<file path="config.mk">
export PLATFORM = sky130hd
export DESIGN_NAME = pipeline_hazard_controller
export DESIGN_NICKNAME = d
export VERILOG_FILES = /design/src/rtl/pipeline_hazard_controller.sv
export SDC_FILE = /design/constraint.sdc
export NUM_CORES = 1
export LEC_CHECK = 0
export BUFFER_PORTS_ARGS = -buffer_cell sky130_fd_sc_hd__buf_2
export CORE_ASPECT_RATIO = 1.25
export CORE_MARGIN = 1.5
export CORE_UTILIZATION = 44
export DETAILED_ROUTE_END_ITERATION = 10
export HOLD_SLACK_MARGIN = 0.08
export MAX_ROUTING_LAYER = met4
export PLACE_DENSITY_LB_ADDON = 0.05
export REMOVE_ABC_BUFFERS = 1
export SLEW_MARGIN = 15
export SYNTH_ARGS = -nofsm -noshare
export SYNTH_HDL_FRONTEND = slang
export SYNTH_SLANG_ARGS = --single-unit
</file>
<file path="constraint.sdc">
create_clock -name clk -period 3.4 [get_ports clk]
set_input_delay 0.51 -clock clk [delete_from_list [all_inputs] [get_ports clk]]
set_output_delay 0.51 -clock clk [all_outputs]
set_load 0.005 [all_outputs]
</file>
<file path="src/rtl/pipeline_hazard_controller.sv">
// Pipeline hazard controller: arbitrates branch flushes, multi-cycle EX freezes,
// load-use stalls and halt requests, and keeps saturating performance counters.
//
// Ports:
//   clk          rising-edge clock for all state
//   reset        asynchronous active-high reset
//   stall_req    load-use hazard flag (ID vs EX load)
//   branch_taken branch/jump resolved taken in EX this cycle
//   mdu_start    multi-cycle multiply/divide op in EX this cycle
//   halt_req     halt instruction present in ID
//   resume       single-cycle pulse releasing HALTED
//   clr_cnt      synchronous clear of both performance counters
//   pc_write, if_id_write, id_ex_write      write enables (1 = update)
//   if_id_flush, id_ex_flush, ex_mem_flush  bubble insertion
//   halted       high while in HALTED
//   stall_cnt    saturating count of stall/freeze cycles
//   flush_cnt    saturating count of branch flushes
module pipeline_hazard_controller #(
  parameter int unsigned MULT_LATENCY = 4
) (
  input  logic        clk,
  input  logic        reset,
  input  logic        stall_req,
  input  logic        branch_taken,
  input  logic        mdu_start,
  input  logic        halt_req,
  input  logic        resume,
  input  logic        clr_cnt,
  output logic        pc_write,
  output logic        if_id_write,
  output logic        id_ex_write,
  output logic        if_id_flush,
  output logic        id_ex_flush,
  output logic        ex_mem_flush,
  output logic        halted,
  output logic [15:0] stall_cnt,
  output logic [15:0] flush_cnt
);

  localparam int unsigned CNT_W  = 16;
  localparam int unsigned WAIT_W = 4;
  localparam logic [WAIT_W-1:0] WAIT_LOAD = WAIT_W'(MULT_LATENCY - 1);
  localparam logic [CNT_W-1:0]  CNT_MAX   = '1;

  typedef enum logic [1:0] {
    ST_RUN    = 2'd0,
    ST_WAIT   = 2'd1,
    ST_HALTED = 2'd2
  } state_e;

  state_e              state_q, state_d;
  logic [WAIT_W-1:0]   wait_cnt_q, wait_cnt_d;
  logic [CNT_W-1:0]    stall_cnt_q, stall_cnt_d;
  logic [CNT_W-1:0]    flush_cnt_q, flush_cnt_d;
  logic                stall_inc, flush_inc;

  // State and counter registers
  always_ff @(posedge clk or posedge reset) begin
    if (reset) begin
      state_q     <= ST_RUN;
      wait_cnt_q  <= '0;
      stall_cnt_q <= '0;
      flush_cnt_q <= '0;
    end else begin
      state_q     <= state_d;
      wait_cnt_q  <= wait_cnt_d;
      stall_cnt_q <= stall_cnt_d;
      flush_cnt_q <= flush_cnt_d;
    end
  end

  // Next-state and Mealy outputs; reset forces defaults even if inputs are active
  always_comb begin
    state_d      = state_q;
    wait_cnt_d   = wait_cnt_q;
    pc_write     = 1'b1;
    if_id_write  = 1'b1;
    id_ex_write  = 1'b1;
    if_id_flush  = 1'b0;
    id_ex_flush  = 1'b0;
    ex_mem_flush = 1'b0;
    halted       = 1'b0;
    stall_inc    = 1'b0;
    flush_inc    = 1'b0;

    if (!reset) begin
      unique case (state_q)
        ST_RUN: begin
          if (branch_taken) begin
            if_id_flush = 1'b1;
            id_ex_flush = 1'b1;
            flush_inc   = 1'b1;
          end else if (mdu_start) begin
            pc_write     = 1'b0;
            if_id_write  = 1'b0;
            id_ex_write  = 1'b0;
            ex_mem_flush = 1'b1;
            stall_inc    = 1'b1;
            wait_cnt_d   = WAIT_LOAD;
            state_d      = ST_WAIT;
          end else if (stall_req) begin
            pc_write    = 1'b0;
            if_id_write = 1'b0;
            id_ex_flush = 1'b1;
            stall_inc   = 1'b1;
          end else if (halt_req) begin
            pc_write    = 1'b0;
            if_id_write = 1'b0;
            id_ex_flush = 1'b1;
            state_d     = ST_HALTED;
          end
        end
        ST_WAIT: begin
          // Start cycle plus MULT_LATENCY-1 wait cycles gives the full freeze
          pc_write     = 1'b0;
          if_id_write  = 1'b0;
          id_ex_write  = 1'b0;
          ex_mem_flush = 1'b1;
          stall_inc    = 1'b1;
          if (wait_cnt_q == WAIT_W'(1)) begin
            state_d = ST_RUN;
          end else begin
            wait_cnt_d = wait_cnt_q - WAIT_W'(1);
          end
        end
        ST_HALTED: begin
          pc_write    = 1'b0;
          if_id_write = 1'b0;
          id_ex_write = 1'b0;
          halted      = 1'b1;
          if (resume) begin
            state_d = ST_RUN;
          end
        end
        default: begin
          state_d = ST_RUN;
        end
      endcase
    end
  end

  // Saturating counters; clear wins over increment
  always_comb begin
    stall_cnt_d = stall_cnt_q;
    flush_cnt_d = flush_cnt_q;
    if (clr_cnt) begin
      stall_cnt_d = '0;
      flush_cnt_d = '0;
    end else begin
      if (stall_inc && (stall_cnt_q != CNT_MAX)) begin
        stall_cnt_d = stall_cnt_q + CNT_W'(1);
      end
      if (flush_inc && (flush_cnt_q != CNT_MAX)) begin
        flush_cnt_d = flush_cnt_q + CNT_W'(1);
      end
    end
  end

  assign stall_cnt = stall_cnt_q;
  assign flush_cnt = flush_cnt_q;

endmodule

</file>
==> results of run 1 <==
## cell type report
cell class	count	area [um2]	share of cell area
flip-flops and latches	38	951	0.364
clock buffers	5	68.8	0.0264
clock inverters	2	10.0	0.00383
repair buffers	47	238	0.0910
inverters	9	33.8	0.0129
multi-input cells	194	1230	0.472
well taps	62	77.6	0.0297
## worst max-delay path: stages (launching register included)
cell and delay, ns:
dfrtp_1 0.35, inv_1 0.07, ha_1 0.35, a21oi_1 0.47, o21ai_0 0.16, buf_2 0.16
## logic make-up (layout without fill, tap and decap cells)
family / count (synthesis) / in the layout / synth area share
xor gates and xnor gates: 11 / 11 / 0.0424
DFF: 38 / 38 / 0.418
adders and majority gates: 7 / 7 / 0.0385
buffers and inverters: 22 / 63 / 0.0402
AOI/OAI and AO/OA: 50 / 50 / 0.150
and+or+nand+nor: 118 / 118 / 0.274
muxes: 8 / 8 / 0.0369
## flip-flops by register name, indices dropped and copies added, names as in the netlist
register and count:
stall_cnt 16, state_q 2, flush_cnt 16, wait_cnt_q 4
## worst max path at each step
stage / from / end / cells past startpoint
2_1_floorplan: reset / stall_cnt[9] / 5
5_1_grt: state_q[0] / id_ex_write / 5
4_1_cts: state_q[0] / flush_cnt[15] / 7
3_3_place_gp: state_q[0] / flush_cnt[15] / 7
3_5_place_dp: state_q[0] / flush_cnt[15] / 7
6_report: state_q[0] / id_ex_write / 5
## power breakdown
group          leakage (nW)  total, mW  internal, mW  switching [mW]
logic                 0.626      0.305         0.123           0.183
registers             0.519      0.500         0.478          0.0222
clock network        0.0438      0.302         0.138           0.164
## through the flow
| step | cell area, um2 | power [mW] | utilization | setup WS, ns |
|---|---|---|---|---|
| floorplan | 2220 | 0.724 | - | 0.810 |
| global placement | 2530 | 0.816 | 0.502 | 1.07 |
| detailed placement | 2530 | 0.820 | 0.502 | 1.02 |
| CTS | 2610 | 1.13 | 0.518 | 1.01 |
| global route | 2610 | 1.20 | 0.518 | 0.788 |
| finish | 2610 | 1.11 | 0.518 | 1.05 |
## routing by layer
| metal | part of all wire | wire [um] | up-vias |
|---|---|---|---|
| li1 | - | - | 1009 |
| met1 | 0.47 | 2340 | 911 |
| met2 | 0.48 | 2410 | 41 |
| met3 | 0.042 | 212 | 5 |
| met4 | 0.014 | 70 | 0 |
| met5 | 0 | 0 | - |
## placed cells by master (no fill, tap or decap), types with 5 or more instances in the layout
| cell | instances |
|---|---|
| xnor2_1 | 11 |
| nand3_1 | 12 |
| nor3_1 | 11 |
| buf_2 | 46 |
| o21ai_0 | 12 |
| nor2_1 | 33 |
| nand2_1 | 12 |
| a21oi_1 | 15 |
| nand4_1 | 10 |
| o31ai_1 | 6 |
| mux2i_1 | 5 |
| and3_1 | 6 |
| dfrtp_1 | 38 |
| inv_1 | 9 |
| clkbuf_8 | 5 |
| nor2b_1 | 8 |
| or3_1 | 5 |
| ha_1 | 7 |
==> run metrics, run 1 <==
placed cells 350; Die Ht 83.4 um; most common cell in the synthesized netlist dfrtp_1; io pins between 40 and 50; Filler Cell Count between 400 and 500; CTS Sinks 38; ys flop type dfrtp_1; hold slack about 0.48 ns; flop-to-flop setup slack 1.05 ns; R2R cell count 7; Post-CTS Setup Inserts 0; antenna fix cells 0; number of DRC markers in iteration 0 100; first-pass GRT wire length 8.53 mm; Tightest Pin Transition around 0.64 ns; vias per inst 5.51; fin nets between 300 and 400; met1 Track Usage GR 0.267; pin count of the biggest net entering global routing 41; Final Max Tran Viols 0; cts hold-fix bufs 0; peak supply drop 0.000325 V; Rows 29; synth top area cells dfrtp_1, nor2_1, xnor2_1, ha_1, a21oi_1; die area between 5000 and 6000 um2; EDFF count, synth 0; PostCTS Resize Cnt 0; WP data required a little under 3 ns; I/O Buffers 46; post-synth top area cell dfrtp_1; startpoint types register; vias in the first global route ~1.8k; DP HPWL about 3.5 mm; #FFs+latches synth 38; Worst-path clk slew around 0.08 ns; power density cells roughly 420 nW/um2; cell area after synthesis around 2300 um2; Core Area 5040 um2; Unique masters post-synth 46; vias after detailed routing between 1.5k and 2k; initial antenna violation count 0; RePlAce Congestion 0.782; P_leak 1.19 nW; Remaining DRCs 0; final cell count without fillers 357; total wire length ~5 mm; register area share after synthesis 0.418; met3 Use GR 0.0461; status completed; Yosys warnings 0; Reg2Reg Capture Point flush_cnt[15]; HP Class in2async; Antenna Nets Post-Route 0; global route hottest layer met2; worst reg2reg startpoint state_q[0]; initial core utilization 0.451; share of cells above drive strength 1 0.214; GRT met2 Usage 0.297; Post-Synthesis Cells approximately 250; die span in x 67.3 um; minimum clock period between 2 and 2.5 ns; fin crit share 0.692; latest clock arrival within the worst-skew pair approximately 0.29 ns; max cap viols 0; Worst Path Class, Setup reg2out; CP Max Fanout 13; Max-Slew Margin vs Limit 0.563; Max Freq 0.425 GHz; RSZ-0062 raised after global routing false; Tot GR Track Use 0.200; Bufs on Longest Clock Path 2; wire length per cell between 10 and 15 um; Setup-failing EPs final 0; CTS tree done; gr ovfl total 0; Worst setup EP type output pin; Post-synth top cells dfrtp_1, nor2_1, a21oi_1; CTS Root Cell clkbuf_8; Mapped Avg Cell Area 8.96 um2; Final Hold Viols 0; Final Skew about 0.010 ns; Pre-antenna DRT Iters 6; Async SR Flop Fraction 1.00; setup_tns 0 ns; Synth top area share 0.418; H-tree levels 2; Syn-to-layout area delta 14.8%; CP Data Arrival Time 1.84 ns; CTS Buf Count 5
No activity file was read; power rests on OpenSTA's default activity.
==> inputs of run 2 (changes only) <==
==> constraint.sdc (replaced) <==
create_clock -name clk -period 2 [get_ports clk]
set_input_delay 0.3 -clock clk [delete_from_list [all_inputs] [get_ports clk]]
set_output_delay 0.3 -clock clk [all_outputs]
set_load 0.005 [all_outputs]
==> run metrics, run 2 (synthesized netlist as in run 1, its figures left out) <==
latest clock arrival within the worst-skew pair 0.29 ns (about the same); vias in the first global route 1989 (+9.7%); Reg2Reg Capture Point stall_cnt[12]; Worst-path clk slew 0.08 ns (about the same); Die Ht 83.4 um (unchanged); die span in x 67.3 um (unchanged); Bufs on Longest Clock Path 2 (unchanged); first-pass GRT wire length 9.03 mm (+5.9%); Final Max Tran Viols 0 (unchanged); Critical Path Max Stage Delay 0.41 ns (-0.06 ns); power density cells 753 nW/um2 (+78%); Post-CTS Setup Inserts 0 (unchanged); global route hottest layer met2; initial antenna violation count 0 (unchanged); share of cells above drive strength 1 0.307 (+0.0932); Tightest Pin Transition 0.518 ns (-0.121 ns); die area 5610 um2 (unchanged); pin count of the biggest net entering global routing 41 (unchanged); Worst Setup SP stall_cnt[6]; CTS tree done; fin crit share 0.977; status completed; Tot GR Track Use 0.210 (+0.00968); Antenna Nets Post-Route 0 (unchanged); final cell count without fillers 388 (+8.7%); Pre-antenna DRT Iters 4 (-2); commonest non-fill, non-tap cells in the layout buf_2, dfrtp_1, nor2_1; wire length per cell 14.0 um (-0.77%); CP Max Fanout 5 (-8); placed cells 380 (+8.6%); cts hold-fix bufs 0 (unchanged); vias per inst 5.51 (about the same); number of DRC markers in iteration 0 106 (+6.0%); hold slack 0.260 ns (-0.217 ns); R2R cell count 6 (-1); io pins 47 (unchanged); CP Data Arrival Time 2.14 ns (+0.30 ns); antenna fix cells 0 (unchanged); WP data required 2.18 ns (-0.71 ns); most common cell after layout, fill and taps aside buf_2; P_leak 1.36 nW (+14%); worst reg2reg startpoint stall_cnt[6]; CP cell instances and4_1 -> nand3_1 -> a2111oi_0 -> buf_4 -> nand4_1 -> mux2_2; initial core utilization 0.451 (unchanged); Final Skew 0.00523 ns (-0.00473 ns); DP HPWL 3.87 mm (+12%); Worst setup EP type register; Max Freq around 0.5 GHz; CP Capture Point stall_cnt[12]; Remaining DRCs 0 (unchanged); H-tree levels 2 (unchanged); CTS Root Cell clkbuf_8; Max-Slew Margin vs Limit 0.655 (+0.0916); HP Class in2async; Final Hold Viols 0 (unchanged); met1 Track Usage GR 0.252 (-0.0152); flop-to-flop setup slack 0.05 ns (-1.00 ns); vias after detailed routing 2136 (+8.6%); Final Power 2.18 mW (+97%); Rows 29 (unchanged); gr ovfl total 0 (unchanged); Setup-failing EPs final 0 (unchanged); CTS Sinks 38 (unchanged); RePlAce Congestion 0.860 (+10%); slowest stage cell, crit path dfrtp_1; Worst Path Class, Setup reg2reg; total wire length 5.43 mm (+7.8%); minimum clock period between 1.5 and 2 ns; Syn-to-layout area delta 27.4%; CTS Buf Count 5 (unchanged); startpoint types register; met3 Use GR 0.0298 (-0.0163); fin nets 340 (+9.7%); Core Area 5040 um2 (unchanged); max cap viols 0 (unchanged); GRT met2 Usage 0.350 (+0.0531); I/O Buffers 46 (unchanged); peak supply drop 0.000580 V (+78%)
-- run 2: changes by cell type in the layout (fill, tap and decap cells not counted), sizes merged --
| cell | before | now |
|---|---|---|
| buf | 47 | 77 |
| bufinv | 0 | 1 |
-- run 2: critical path: cells and delay by family, from the launching register on --
kind                   cells  cell delay, ns
DFF                        1            0.41
muxes                      1            0.29
buffers and inverters      1            0.19
and+or+nand+nor            3            0.57
AOI/OAI and AO/OA          1            0.39
-- run 2: final cells by class --
class / count / area, um2
clock buffers: 5 / 68.8
fillers: 462 / 2150
inverters: 9 / 33.8
repair buffers: 77 / 463
well taps: 62 / 77.6
flip-flops and latches: 38 / 951
multi-input cells: 194 / 1260
clock inverters: 3 / 40.0
-- run 2: through the flow --
step	setup WS [ns]	utilization	area (um2)	setup TNS, ns
global placement	0.113	0.547	2760	0
detailed placement	0.0261	0.547	2760	0
global route	-0.00942	0.575	2900	-0.0245
CTS	0.0218	0.568	2870	0
floorplan	-0.380	-	2220	-1.86
finish	0.0452	0.575	2900	0
-- run 2: where the power goes --
part,switching (mW),total [mW],internal [mW]
sequential,0.0448,0.857,0.812
combinational,0.350,0.674,0.324
clock,0.285,0.652,0.367
-- run 2: routing by layer --
metal	vias to the layer above	routed length, um
li1	1061	-
met1	1021	2400
met2	46	2770
met3	8	189
met4	0	76
met5	-	0
-- run 2: worst min-delay path by stage --
stage                          endpoint           from
final                      stall_cnt[2]          reset
after global placement    wait_cnt_q[2]  wait_cnt_q[2]
after detailed placement  wait_cnt_q[2]  wait_cnt_q[2]
after CTS                  stall_cnt[2]          reset
after floorplan           flush_cnt[12]        clr_cnt
after global routing      stall_cnt[12]          reset
-- run 2: timing repair --
| action | CTS | global route |
|---|---|---|
| endpoints found under the hold margin | 0 | 0 |
| setup endpoints to repair | 0 | 14 |
| gates resized for setup | 0 | 7 |
==> inputs of run 3 (changes only) <==
--- a/config.mk
+++ b/config.mk
@@ -6,9 +6,11 @@
 export NUM_CORES = 1
 export LEC_CHECK = 0
 export BUFFER_PORTS_ARGS = -buffer_cell sky130_fd_sc_hd__buf_2
+export CELL_PAD_IN_SITES_DETAIL_PLACEMENT = 1
+export CELL_PAD_IN_SITES_GLOBAL_PLACEMENT = 1
 export CORE_ASPECT_RATIO = 1.25
 export CORE_MARGIN = 1.5
-export CORE_UTILIZATION = 44
+export CORE_UTILIZATION = 37
 export DETAILED_ROUTE_END_ITERATION = 10
 export HOLD_SLACK_MARGIN = 0.08
 export MAX_ROUTING_LAYER = met4
==> constraint.sdc (replaced) <==
create_clock -name clk -period 2 [get_ports clk]
set_input_delay 0.1 -clock clk [delete_from_list [all_inputs] [get_ports clk]]
set_output_delay 0.1 -clock clk [all_outputs]
set_load 0.005 [all_outputs]
==> run metrics, run 3 (synthesized netlist as in run 1, its figures left out) <==
Max-Slew Margin vs Limit 0.654 (-0.00117); WP data required 2.21 ns (+0.03 ns); first-pass GRT wire length 10.4 mm (+16%); vias in the first global route 2258 (+14%); antenna fix cells 0 (unchanged); io pins 47 (unchanged); die area 6630 um2 (+18%); fin nets 342 (+0.59%); minimum clock period 1.91 ns (-0.0428 ns); gr ovfl total 0 (unchanged); delay-heaviest family, CP simple AND/OR/NAND/NOR gates; Tightest Pin Transition 0.520 ns (+0.00176 ns); RePlAce Congestion 0.881 (+2.5%); R2R cell count 7 (+1); CTS Sinks 38 (unchanged); CP Max Fanout 6 (+1); Setup-failing EPs final 0 (unchanged); peak supply drop 0.000380 V (-35%); Rows 31 (+6.9%); worst reg2reg startpoint state_q[1]; CP Capture Point flush_cnt[12]; Syn-to-layout area delta 29.0%; CP Data Arrival Time 2.13 ns (about the same); Final Skew 0.00290 ns (-0.00232 ns); Max Freq 0.523 GHz (+2.2%); DP Worst Slack 0.0365 ns (+0.0104 ns); CTS Buf Count 5 (unchanged); Tot GR Track Use 0.204 (-0.00600); Bufs on Longest Clock Path 2 (unchanged); flop-to-flop setup slack 0.09 ns (+0.04 ns); total wire length 6.13 mm (+13%); commonest non-fill, non-tap cells in the layout buf_2, dfrtp_1, nor2_1, buf_4, a21oi_1; power density cells 707 nW/um2 (-6.1%); Worst-path clk slew 0.08 ns (about the same); Remaining DRCs 0 (unchanged); multi-input combinational cell area 1280 um2 (+1.2%); I/O Buffers 46 (unchanged); FF/Latch Area 951 um2 (unchanged); wire length per cell 14.9 um (+6.8%); Worst Setup SP state_q[1]; pin count of the biggest net entering global routing 41 (unchanged); vias per inst 5.28 (-4.0%); vias after detailed routing 2166 (+1.4%); latest clock arrival within the worst-skew pair 0.29 ns (about the same); RSZ-0062 raised after global routing true; initial core utilization 0.388 (-0.0626); DP HPWL 4.62 mm (+19%); worst setup slack after layout 0.0880 ns (+0.0428 ns); Final Max Tran Viols 0 (unchanged); number of DRC markers in iteration 0 48 (-55%); CTS Root Cell clkbuf_8; hold slack 0.0923 ns (-0.167 ns); slowest stage cell, crit path dfrtp_1; Core Area 5860 um2 (+16%); Worst Path Class, Setup reg2reg; CTS tree done; HP Class in2async; H-tree levels 2 (unchanged); Final Power 2.08 mW (-4.9%); max cap viols 0 (unchanged); P_leak 1.36 nW (+0.37%); die span in x 73.1 um (+8.6%); CP cell instances inv_1 -> ha_2 -> and3b_2 -> buf_4 -> nand4_1 -> or3_1 -> a21oi_1; fin crit share 0.956 (-0.0214); Antenna Nets Post-Route 0 (unchanged); Die Ht 90.7 um (+8.7%); Worst setup EP type register; crit path buf inv count 2 (+1); status completed; initial antenna violation count 0 (unchanged); Final Hold Viols 0 (unchanged); Pre-antenna DRT Iters 4 (unchanged); startpoint types register; Critical Path Max Stage Delay 0.40 ns (about the same); share of cells above drive strength 1 0.317 (+0.0103); Filler Cell Count 698 (+51%); most common cell after layout, fill and taps aside buf_2; Critical Path Stages 7 (+1); Reg2Reg Capture Point flush_cnt[12]
-- run 3: timing repair --
action | 4_1_cts | 5_1_grt
hold buffers | 0 | 0
buffers inserted | 0 | 0
gates resized for setup | 0 | 13
setup endpoints to repair | 0 | 13
-- run 3: report_power, final --
group	internal, mW	leakage [nW]	switching [mW]
combinational	0.306	0.795	0.351
sequential	0.812	0.519	0.0484
clock	0.279	0.0482	0.279
-- run 3: metal layers --
metal,global-route usage,wire (um),up-vias
met1,0.233,2690,1047
met3,0.0335,190,10
met2,0.353,3130,46
li1,-,-,1063
met5,-,0,-
met4,0.0692,121,0
-- run 3: worst reg2reg max path: cells and delay by family (launching register included) --
| kind | cells | cell delay, ns |
|---|---|---|
| fa+ha+maj | 1 | 0.22 |
| flops | 1 | 0.40 |
| compound gates | 1 | 0.16 |
| buf+inv | 2 | 0.21 |
| simple gates | 3 | 0.85 |
-- run 3: how the worst min path moves through the flow --
stage / cells after the start / end / startpoint / slack [ns]
after global placement: 3 / stall_cnt[1] / reset / 0.41
after CTS: 3 / stall_cnt[12] / reset / 0.10
final: 3 / stall_cnt[14] / reset / 0.09
after floorplan: 1 / flush_cnt[12] / clr_cnt / 0.16
after detailed placement: 3 / stall_cnt[12] / reset / 0.42
after global routing: 3 / state_q[0] / mdu_start / 0.12
-- run 3: cell type report --
| type | instances | area share |
|---|---|---|
| repair buffers | 79 | 0.163 |
| multi-input cells | 194 | 0.436 |
| clock buffers | 7 | 0.0294 |
| clock inverters | 1 | 0.00171 |
| flip-flops and latches | 38 | 0.324 |
| well taps | 82 | 0.0350 |
| inverters | 9 | 0.0115 |
-- run 3: metrics by stage --
step | area (um2) | util | setup TNS, ns | std cells
2_1_floorplan | 2220 | - | -0.661 | 241
3_3_place_gp | 2800 | 0.478 | 0 | 402
3_5_place_dp | 2800 | 0.478 | 0 | 402
4_1_cts | 2890 | 0.493 | 0 | 410
5_1_grt | 2940 | 0.501 | -0.0953 | 410
6_report | 2940 | 0.501 | 0 | 410
